## config.mk

```make
export PLATFORM = sky130hd
export DESIGN_NAME = multicycle_controller
export DESIGN_NICKNAME = d
export VERILOG_FILES = /design/src/rtl/ctrl_pkg.sv /design/src/rtl/multicycle_controller_mem_wait_timer.sv /design/src/rtl/multicycle_controller.sv
export SDC_FILE = /design/constraint.sdc
export NUM_CORES = 1
export LEC_CHECK = 0
export BUFFER_PORTS_ARGS = -buffer_cell sky130_fd_sc_hd__buf_4
export CAP_MARGIN = 0
export CORE_UTILIZATION = 45
export CTS_CLUSTER_SIZE = 16
export DETAILED_ROUTE_END_ITERATION = 16
export GPL_TIMING_DRIVEN = 0
export PLACE_DENSITY = 0.72
export RECOVER_POWER = 25
export SYNTH_ARGS = -nofsm -noshare
export SYNTH_HDL_FRONTEND = slang
export SYNTH_SLANG_ARGS = --single-unit
```

## constraint.sdc

```tcl
create_clock -name clk -period 3.8 [get_ports clk]
set_input_delay 1.14 -clock clk [delete_from_list [all_inputs] [get_ports clk]]
set_output_delay 1.14 -clock clk [all_outputs]
set_load 0.02 [all_outputs]
```

## src/rtl/ctrl_pkg.sv

```systemverilog
// Shared types and opcode constants for the multi-cycle RV32I control unit.
// Imported by the controller top and its memory wait timer.
package ctrl_pkg;

    localparam logic [6:0] OP_R     = 7'b0110011;
    localparam logic [6:0] OP_I     = 7'b0010011;
    localparam logic [6:0] OP_LUI   = 7'b0110111;
    localparam logic [6:0] OP_AUIPC = 7'b0010111;
    localparam logic [6:0] OP_LW    = 7'b0000011;
    localparam logic [6:0] OP_SW    = 7'b0100011;
    localparam logic [6:0] OP_BR    = 7'b1100011;
    localparam logic [6:0] OP_JAL   = 7'b1101111;
    localparam logic [6:0] OP_JALR  = 7'b1100111;

    typedef enum logic [2:0] {
        ST_RESET  = 3'd0,
        ST_FETCH  = 3'd1,
        ST_DECODE = 3'd2,
        ST_EXEC   = 3'd3,
        ST_MEM    = 3'd4,
        ST_WB     = 3'd5,
        ST_TRAP   = 3'd7
    } state_t;

    typedef enum logic [1:0] {
        ALU_ADD    = 2'b00,
        ALU_BRANCH = 2'b01,
        ALU_FUNCT  = 2'b10,
        ALU_PASS   = 2'b11
    } alu_op_t;

    typedef enum logic [1:0] {
        RW_ALU_MEM = 2'b00,
        RW_PC4     = 2'b01,
        RW_IMM     = 2'b10
    } rw_sel_t;

endpackage

```

## src/rtl/multicycle_controller_mem_wait_timer.sv

```systemverilog
// Counts unacknowledged memory-request cycles and pulses expire on the last
// allowed cycle so the controller can trap instead of waiting forever.
module mem_wait_timer #(
    parameter int MEM_TIMEOUT = 16
) (
    input  logic clk,
    input  logic rst_n,
    input  logic clear,
    input  logic count_en,
    output logic expire
);

    localparam int CW = $clog2(MEM_TIMEOUT + 1);
    localparam logic [CW-1:0] LAST = CW'(MEM_TIMEOUT - 1);
    localparam logic [CW-1:0] ONE  = CW'(1);

    logic [CW-1:0] count;

    // NOTE: sequential state uses non-blocking assignments so every flop samples pre-edge values.
    always_ff @(posedge clk or negedge rst_n) begin
        if (!rst_n) begin
            count <= '0;
        end else if (clear) begin
            count <= '0;
        end else if (count_en) begin
            count <= count + ONE;
        end
    end

    assign expire = count_en && (count == LAST);

endmodule

```

## src/rtl/multicycle_controller.sv

```systemverilog
// Multi-cycle RV32I main control FSM: fetch/decode/exec/mem/wb sequencing with
// memory handshake, external stall and sticky illegal/timeout traps.
module multicycle_controller
    import ctrl_pkg::*;
#(
    parameter int MEM_TIMEOUT   = 16,
    parameter bit SUPPORT_AUIPC = 1'b1
) (
    input  logic       clk,
    input  logic       rst_n,
    input  logic [6:0] opcode,
    input  logic       mem_ack,
    input  logic       stall,
    output logic       pc_write,
    output logic       ir_write,
    output logic       alu_src,
    output logic [1:0] alu_src_a,
    output logic [1:0] alu_op,
    output logic       mem_req,
    output logic       mem_we,
    output logic       reg_write,
    output logic       mem_to_reg,
    output logic [1:0] rw_sel,
    output logic       branch,
    output logic       jalr_sel,
    output logic       illegal_instr,
    output logic       timeout_err,
    output logic [2:0] state_o
);

    state_t state, state_next;
    logic is_r, is_i, is_lui, is_auipc, is_lw, is_sw, is_br, is_jal, is_jalr, is_legal;
    logic wait_cycle, expire;

    always_comb begin
        is_r     = (opcode == OP_R);
        is_i     = (opcode == OP_I);
        is_lui   = (opcode == OP_LUI);
        is_auipc = SUPPORT_AUIPC && (opcode == OP_AUIPC);
        is_lw    = (opcode == OP_LW);
        is_sw    = (opcode == OP_SW);
        is_br    = (opcode == OP_BR);
        is_jal   = (opcode == OP_JAL);
        is_jalr  = (opcode == OP_JALR);
        is_legal = |{is_r, is_i, is_lui, is_auipc, is_lw, is_sw, is_br, is_jal, is_jalr};
    end

    // Only unstalled, unacknowledged request cycles count toward the timeout.
    assign wait_cycle = ((state == ST_FETCH) || (state == ST_MEM)) && !stall && !mem_ack;

    generate
        if (MEM_TIMEOUT > 0) begin : g_timer
            mem_wait_timer #(.MEM_TIMEOUT(MEM_TIMEOUT)) u_timer (
                .clk      (clk),
                .rst_n    (rst_n),
                .clear    (state_next != state),
                .count_en (wait_cycle),
                .expire   (expire)
            );
        end else begin : g_no_timer
            assign expire = 1'b0;
        end
    endgenerate

    always_ff @(posedge clk or negedge rst_n) begin
        if (!rst_n) begin
            state         <= ST_RESET;
            illegal_instr <= 1'b0;
            timeout_err   <= 1'b0;
        end else begin
            state <= state_next;
            if ((state == ST_DECODE) && !stall && !is_legal) illegal_instr <= 1'b1;
            if (expire) timeout_err <= 1'b1;
        end
    end

    // NOTE: every combinational output gets a default first, so no path leaves one unassigned (no latches).
    always_comb begin
        state_next = state;
        if (!stall) begin
            unique case (state)
                ST_RESET:  state_next = ST_FETCH;
                ST_FETCH: begin
                    if (mem_ack)     state_next = ST_DECODE;
                    else if (expire) state_next = ST_TRAP;
                end
                ST_DECODE: state_next = is_legal ? ST_EXEC : ST_TRAP;
                ST_EXEC: begin
                    if (is_lw || is_sw) state_next = ST_MEM;
                    else if (is_br)     state_next = ST_FETCH;
                    else                state_next = ST_WB;
                end
                ST_MEM: begin
                    if (mem_ack)     state_next = is_sw ? ST_FETCH : ST_WB;
                    else if (expire) state_next = ST_TRAP;
                end
                ST_WB:     state_next = ST_FETCH;
                ST_TRAP:   state_next = ST_TRAP;
                default:   state_next = ST_RESET;
            endcase
        end
    end

    always_comb begin
        pc_write   = 1'b0;
        ir_write   = 1'b0;
        alu_src    = 1'b0;
        alu_src_a  = 2'b00;
        alu_op     = ALU_ADD;
        mem_req    = 1'b0;
        mem_we     = 1'b0;
        reg_write  = 1'b0;
        mem_to_reg = 1'b0;
        rw_sel     = RW_ALU_MEM;
        branch     = 1'b0;
        jalr_sel   = 1'b0;
        unique case (state)
            ST_FETCH: begin
                mem_req  = 1'b1;
                ir_write = mem_ack;
                pc_write = mem_ack;
            end
            ST_EXEC: begin
                alu_src   = is_lw || is_sw || is_i || is_jalr || is_auipc;
                alu_src_a = is_auipc ? 2'b01 : 2'b00;
                if (is_br)                        alu_op = ALU_BRANCH;
                else if (is_r || is_i || is_jalr) alu_op = ALU_FUNCT;
                else if (is_lui || is_jal)        alu_op = ALU_PASS;
                else                              alu_op = ALU_ADD;
                branch = is_br;
            end
            ST_MEM: begin
                mem_req = 1'b1;
                mem_we  = is_sw;
            end
            ST_WB: begin
                reg_write  = 1'b1;
                mem_to_reg = is_lw;
                if (is_jal || is_jalr) rw_sel = RW_PC4;
                else if (is_lui)       rw_sel = RW_IMM;
                else                   rw_sel = RW_ALU_MEM;
                pc_write = is_jal || is_jalr;
                jalr_sel = is_jalr;
            end
            default: ;
        endcase
        // Stall kills every strobe but leaves mux selects at their decoded values.
        if (stall) begin
            pc_write  = 1'b0;
            ir_write  = 1'b0;
            reg_write = 1'b0;
            mem_req   = 1'b0;
            branch    = 1'b0;
        end
    end

    assign state_o = state;

endmodule
```

== Word level (Yosys, flattened, before mapping) ==
Index checks and enable logic that the tools add are counted.

* Output and inout port bits: 20
* Flip-flop bits (word level): 10
* Word-level logic and storage cells: 78

* Add/sub/neg operators: 1
* Mux-type cells: 34
* Reductions and logical operators: 22
* Eq/ne operators: 17

{| class="wikitable"
|+ Operators with widths
! operator !! number
|-
| $mux W3 || 8
|-
| $eq A7 B6 Y1 const B || 3
|-
| $eq A7 B7 Y1 const B || 3
|-
| $pmux W3 S6 || 1
|-
| $mux W1 || 15
|-
| $eq A7 B5 Y1 const B || 2
|-
| $mux W2 || 7
|-
| $mux W5 || 2
|-
| $eq A3 B3 Y1 const B || 3
|-
| $logic_or A1 B1 Y1 || 9
|-
| $reduce_or A9 Y1 || 1
|-
| $eq A7 B2 Y1 const B || 1
|-
| $eq A3 B2 Y1 const B || 2
|-
| $add A5 B1 Y5 const B || 1
|-
| $eq A5 B4 Y1 const B || 1
|-
| $logic_and A1 B1 Y1 || 5
|-
| $reduce_or A2 Y1 || 2
|-
| $eq A3 B1 Y1 const B || 1
|-
| $logic_not A1 Y1 || 3
|-
| $logic_not A3 Y1 || 1
|-
| $ne A3 B3 Y1 || 1
|-
| $pmux W1 S2 || 1
|-
| $reduce_bool A2 Y1 || 1
|}

== Logic depth before layout (Yosys ltp) ==
* Word-level depth: 11
* Depth in mapped cells: 7
* Depth with buffers taken out: 7

== Hierarchy ==
A second synthesis with hierarchy kept.

* Cell total of the unflattened synthesis: 111
* Area total of the unflattened synthesis: 940.9 um2

{| class="wikitable"
|+ Modules (own cells, without submodules)
! module !! area each (um2) !! cells each !! times used
|-
| multicycle_controller || 655.6 || 87 || 1
|-
| mem_wait_timer || 285.3 || 24 || 1
|}

== Worst setup path before layout ==
Ideal clock, no wire load.

* Kind: input -> output
* From: input opcode[6]
* To: output jalr_sel
* Buffers on the path: 1
* Arrival: 2,383 ps
* Data required time: 2,660 ps
* Setup slack: 277 ps
* Stages on the path: 4
* Cell sequence: clkbuf_1 nand2b_1 or4_4 nor2_1

* Word-level cells in the longest chain between the ends: 2

{| class="wikitable"
|+ Ends and longest elaborated chain
! item !! line !! RTL
|-
| start, declared || multicycle_controller.sv:11 || <nowiki>input logic [6:0] opcode,</nowiki>
|-
| $eq A7 B7 Y1 || multicycle_controller.sv:44 || <nowiki>is_jalr = (opcode == OP_JALR);</nowiki>
|-
| $mux W1 || multicycle_controller.sv:117 || <nowiki>unique case (state)</nowiki>
|-
| end, declared || multicycle_controller.sv:25 || <nowiki>output logic jalr_sel,</nowiki>
|}

No other way between the ends.

== Final worst setup path ==
* From: input opcode[6]
* To: output pc_write

* Word-level cells in the longest chain between the ends: 4
* Elaborated cells on any way between the ends: 5

{| class="wikitable"
|+ Ends and longest elaborated chain
! item !! line !! RTL
|-
| $eq A7 B7 Y1 (on tied branches) || multicycle_controller.sv:43, multicycle_controller.sv:44 ||
|-
| $logic_or A1 B1 Y1 * || multicycle_controller.sv:142 || <nowiki>pc_write = is_jal || is_jalr;</nowiki>
|-
| $pmux W1 S2 * || multicycle_controller.sv:117 ||
|-
| $mux W1 * || multicycle_controller.sv:148 || <nowiki>if (stall) begin</nowiki>
|-
| end, declared || multicycle_controller.sv:14 || <nowiki>output logic pc_write,</nowiki>
|}

Every way passes the cells marked *; elsewhere a longest branch is shown, timed or not.

==> impl_results.md <==
* I/O pins at 31
* CP endpoint: pc_write
* Clk pwr share at ~14%
* Leakage at between 0.5 and 0.6 nW
* DRC viols at 0
* Initial antenna violation count at 0
* DR iter-0 viols at 26
* Met3 Use GR at 6.60%
* Status: complete, no violations
* I/O Buffers at 27
* Vias per inst at 5.74
* Die width at slightly below 50 um
* Avg Inst Size Synth at 7.60 um^2
* Reg power frac at between 20% and 30%
* Dpl ws at 170 ps
* Die height at between 40 and 50 um
* Synthesized area at slightly below 1000 um^2
* Rel. slew slack at 48.9%
* Die area at 2350 um^2
* Vias after detailed routing at 1067
* Met1 usage at 33.0%
* RSZ-0062 raised after global routing: no
* CP startpoint kind: input pin
* Worst Setup SP: opcode[6]
* HPWL after detailed placement at 1930 um
* Sequential share of the synthesized area at 25.7%
* Post-CTS Repair Setup Buffers at 0
* Antenna Nets Post-Route at 0
* Share of cells above drive strength 1 at 27.0%
* GRT overflow at 0
* Psw at about 320 uW
* Final Worst Setup Slack at around 140 ps
* MaxCap Viol Count at 0
* Worst-path clk slew at 70 ps
* Area grow syn2layout at 27.7%
* M2 GR Usage at between 30% and 40%
* Global-route wire length before repair at 4350 um
* Warnings, synthesis at 0
* Root buffer cell: clkbuf_4
* Combinational share of power at 60.9%
* Largest net degree at the start of global routing at 11
* Most Crowded Layer GR: met2
* Switch share at 47.4%
* FF+latch area at 250 um^2
* Initial DRT Pass Iterations at 4
* Fmax at 273 MHz
* Worst Tran Pin Value at 760 ps
* Setup crit end kind: output pin
* CP arrival at 2520 ps
* Nets at ~170
* FF+latch count, synth at 10
* Reg2reg setup slack at 1820 ps
* HP Class: flip-flop to flip-flop
* Cell count after synthesis at 128
* Post-synth top flop: dfrtp_1
* Setup TNS at 0 ps
* Syn_nets at 141
* Number of global-route vias before repair at 983
* Hold Vio Cnt, Final at 0
* Pint at 359 uW
* Critical path peak fanout at 10
* Num CTS Buffers at 3
* Clk buf depth at 2
* H-tree levels at 1
* Clock sink total at 10
* Clock latency at the later pin of the worst-skew pair at 270 ps
* Pins Over Slew Limit at 0
* Reg2Reg Depth at 7
* Final Critical Period at 3660 ps
* Synth async-reset ratio at 100%
* Number of synthesized flops with an enable pin at 0
* RePlAce Congestion at 0.852
* CTS tree: done
* WS Path Type: input pin to output pin
* R2r startpoint: g_timer.u_timer.count[0]
* Total track usage at 23.4%
* Setup Viol. Count Final at 0
* Post-synth cell types at 49
* Setup Skew at 5.60 ps
* Max VDD drop at 0.000394 V
* Ant. Diodes at 0
* Multi-input gate area at approximately 650 um^2
* CTS Hold Bufs at 0
* RR Endpoint: g_timer.u_timer.count[0]
* Initial Util at 48.6%
* Crit path required time at about 2700 ps
* Core footprint at 2000 um^2
* Wire length per cell at 13.5 um
* Fill cell count at 187
* Routed wire length at 2510 um
* Post-CTS sizing at 0
* # rows at 16
* Fin util at ~62%
* Final period util at a little under 100%
* P per Cell Area at about 550 nW/um^2
-- sequential cells by signal (all words and copies together) (netlist names) --
| register | cells |
|---|---|
| g_timer.u_timer.count | 5 |
| illegal_instr | 1 |
| timeout_err | 1 |
| state_o | 3 |
-- per-layer routing --
metal	vias up	share of wire [%]
li1	523	-
met2	58	43
met1	479	47
met3	7	8.3
met5	-	0
met4	0	1.6
-- Yosys cell counts, types with 2 or more instances --
master	count	area share [%]
nor3_1	15	7.7
nand2_1	11	4.2
dfrtp_1	10	26
nor2_1	10	3.9
inv_1	6	2.3
nand2b_1	6	3.9
a21oi_1	5	2.6
nor2b_1	5	3.2
clkbuf_1	4	1.5
xnor2_1	4	3.6
a31oi_1	3	1.9
buf_2	3	1.5
nand3_1	3	1.5
nor4_1	3	1.9
o21ai_0	3	1.5
and3_1	2	1.3
ha_1	2	2.6
or3_1	2	1.3
-- how the worst min path moves through the flow --
stage	to	from	cells after the start
2_1_floorplan	g_timer.u_timer.count[3]	g_timer.u_timer.count[3]	2
6_report	timeout_err	timeout_err	1
5_1_grt	timeout_err	timeout_err	1
3_5_place_dp	timeout_err	timeout_err	1
3_3_place_gp	timeout_err	timeout_err	1
4_1_cts	timeout_err	timeout_err	1
-- worst max-delay path, cell delays in order --
cell      delay [ps]
clkbuf_1         320
nand2b_1         200
or4_4            590
o21bai_2         120
buf_4            150
-- power groups by stage --
stage	clock network (mW)	logic, mW	registers [mW]
after CTS	0.102	0.414	0.168
after global routing	0.110	0.456	0.174
final	0.0985	0.416	0.169
after detailed placement	0	0.410	0.171
after floorplan	0	0.270	0.188
after global placement	0	0.409	0.171
-- layout by cell type (no fill, tap or decap), drive strengths merged, types with 2 or more instances in the layout --
cell type,instances
buf,31
nor3,16
nand2,11
nor2,10
dfrtp,10
clkbuf,9
inv,7
nand2b,6
nor2b,5
a21oi,5
xnor2,4
o21ai,3
a31oi,3
nor4,3
nand3,3
or3,3
and3,2
ha,2
a2111oi,2
or4,2
or2,2
o32ai,2
o21bai,2
-- cell type report --
class	count	area share (%)
Tap cell	27	2.72
Timing Repair Buffer	27	16.0
Clock buffer	4	2.92
Sequential cell	10	20.2
Multi-Input combinational cell	102	52.7
Buffer	9	3.33
Inverter	7	2.12
-- through the flow --
| stage | total power, mW | instance area [um^2] | instances | hold slack, ps |
|---|---|---|---|---|
| after floorplan | 0.458 | 972 | 128 | 517 |
| after global placement | 0.580 | 1210 | 182 | 443 |
| after detailed placement | 0.582 | 1210 | 182 | 446 |
| after CTS | 0.684 | 1240 | 186 | 465 |
| after global routing | 0.739 | 1240 | 186 | 513 |
| final | 0.683 | 1240 | 186 | 461 |
-- cells by family after synthesis --
kind of cell / share of synthesized area, %
xor+xnor: 3.60
mux: 1.03
simple gates: 40.0
compound gates: 19.7
buf+inv: 6.95
flops: 25.7
fa+ha+maj: 2.57
other cells: 0.386
(Power assumes the default switching activity.)
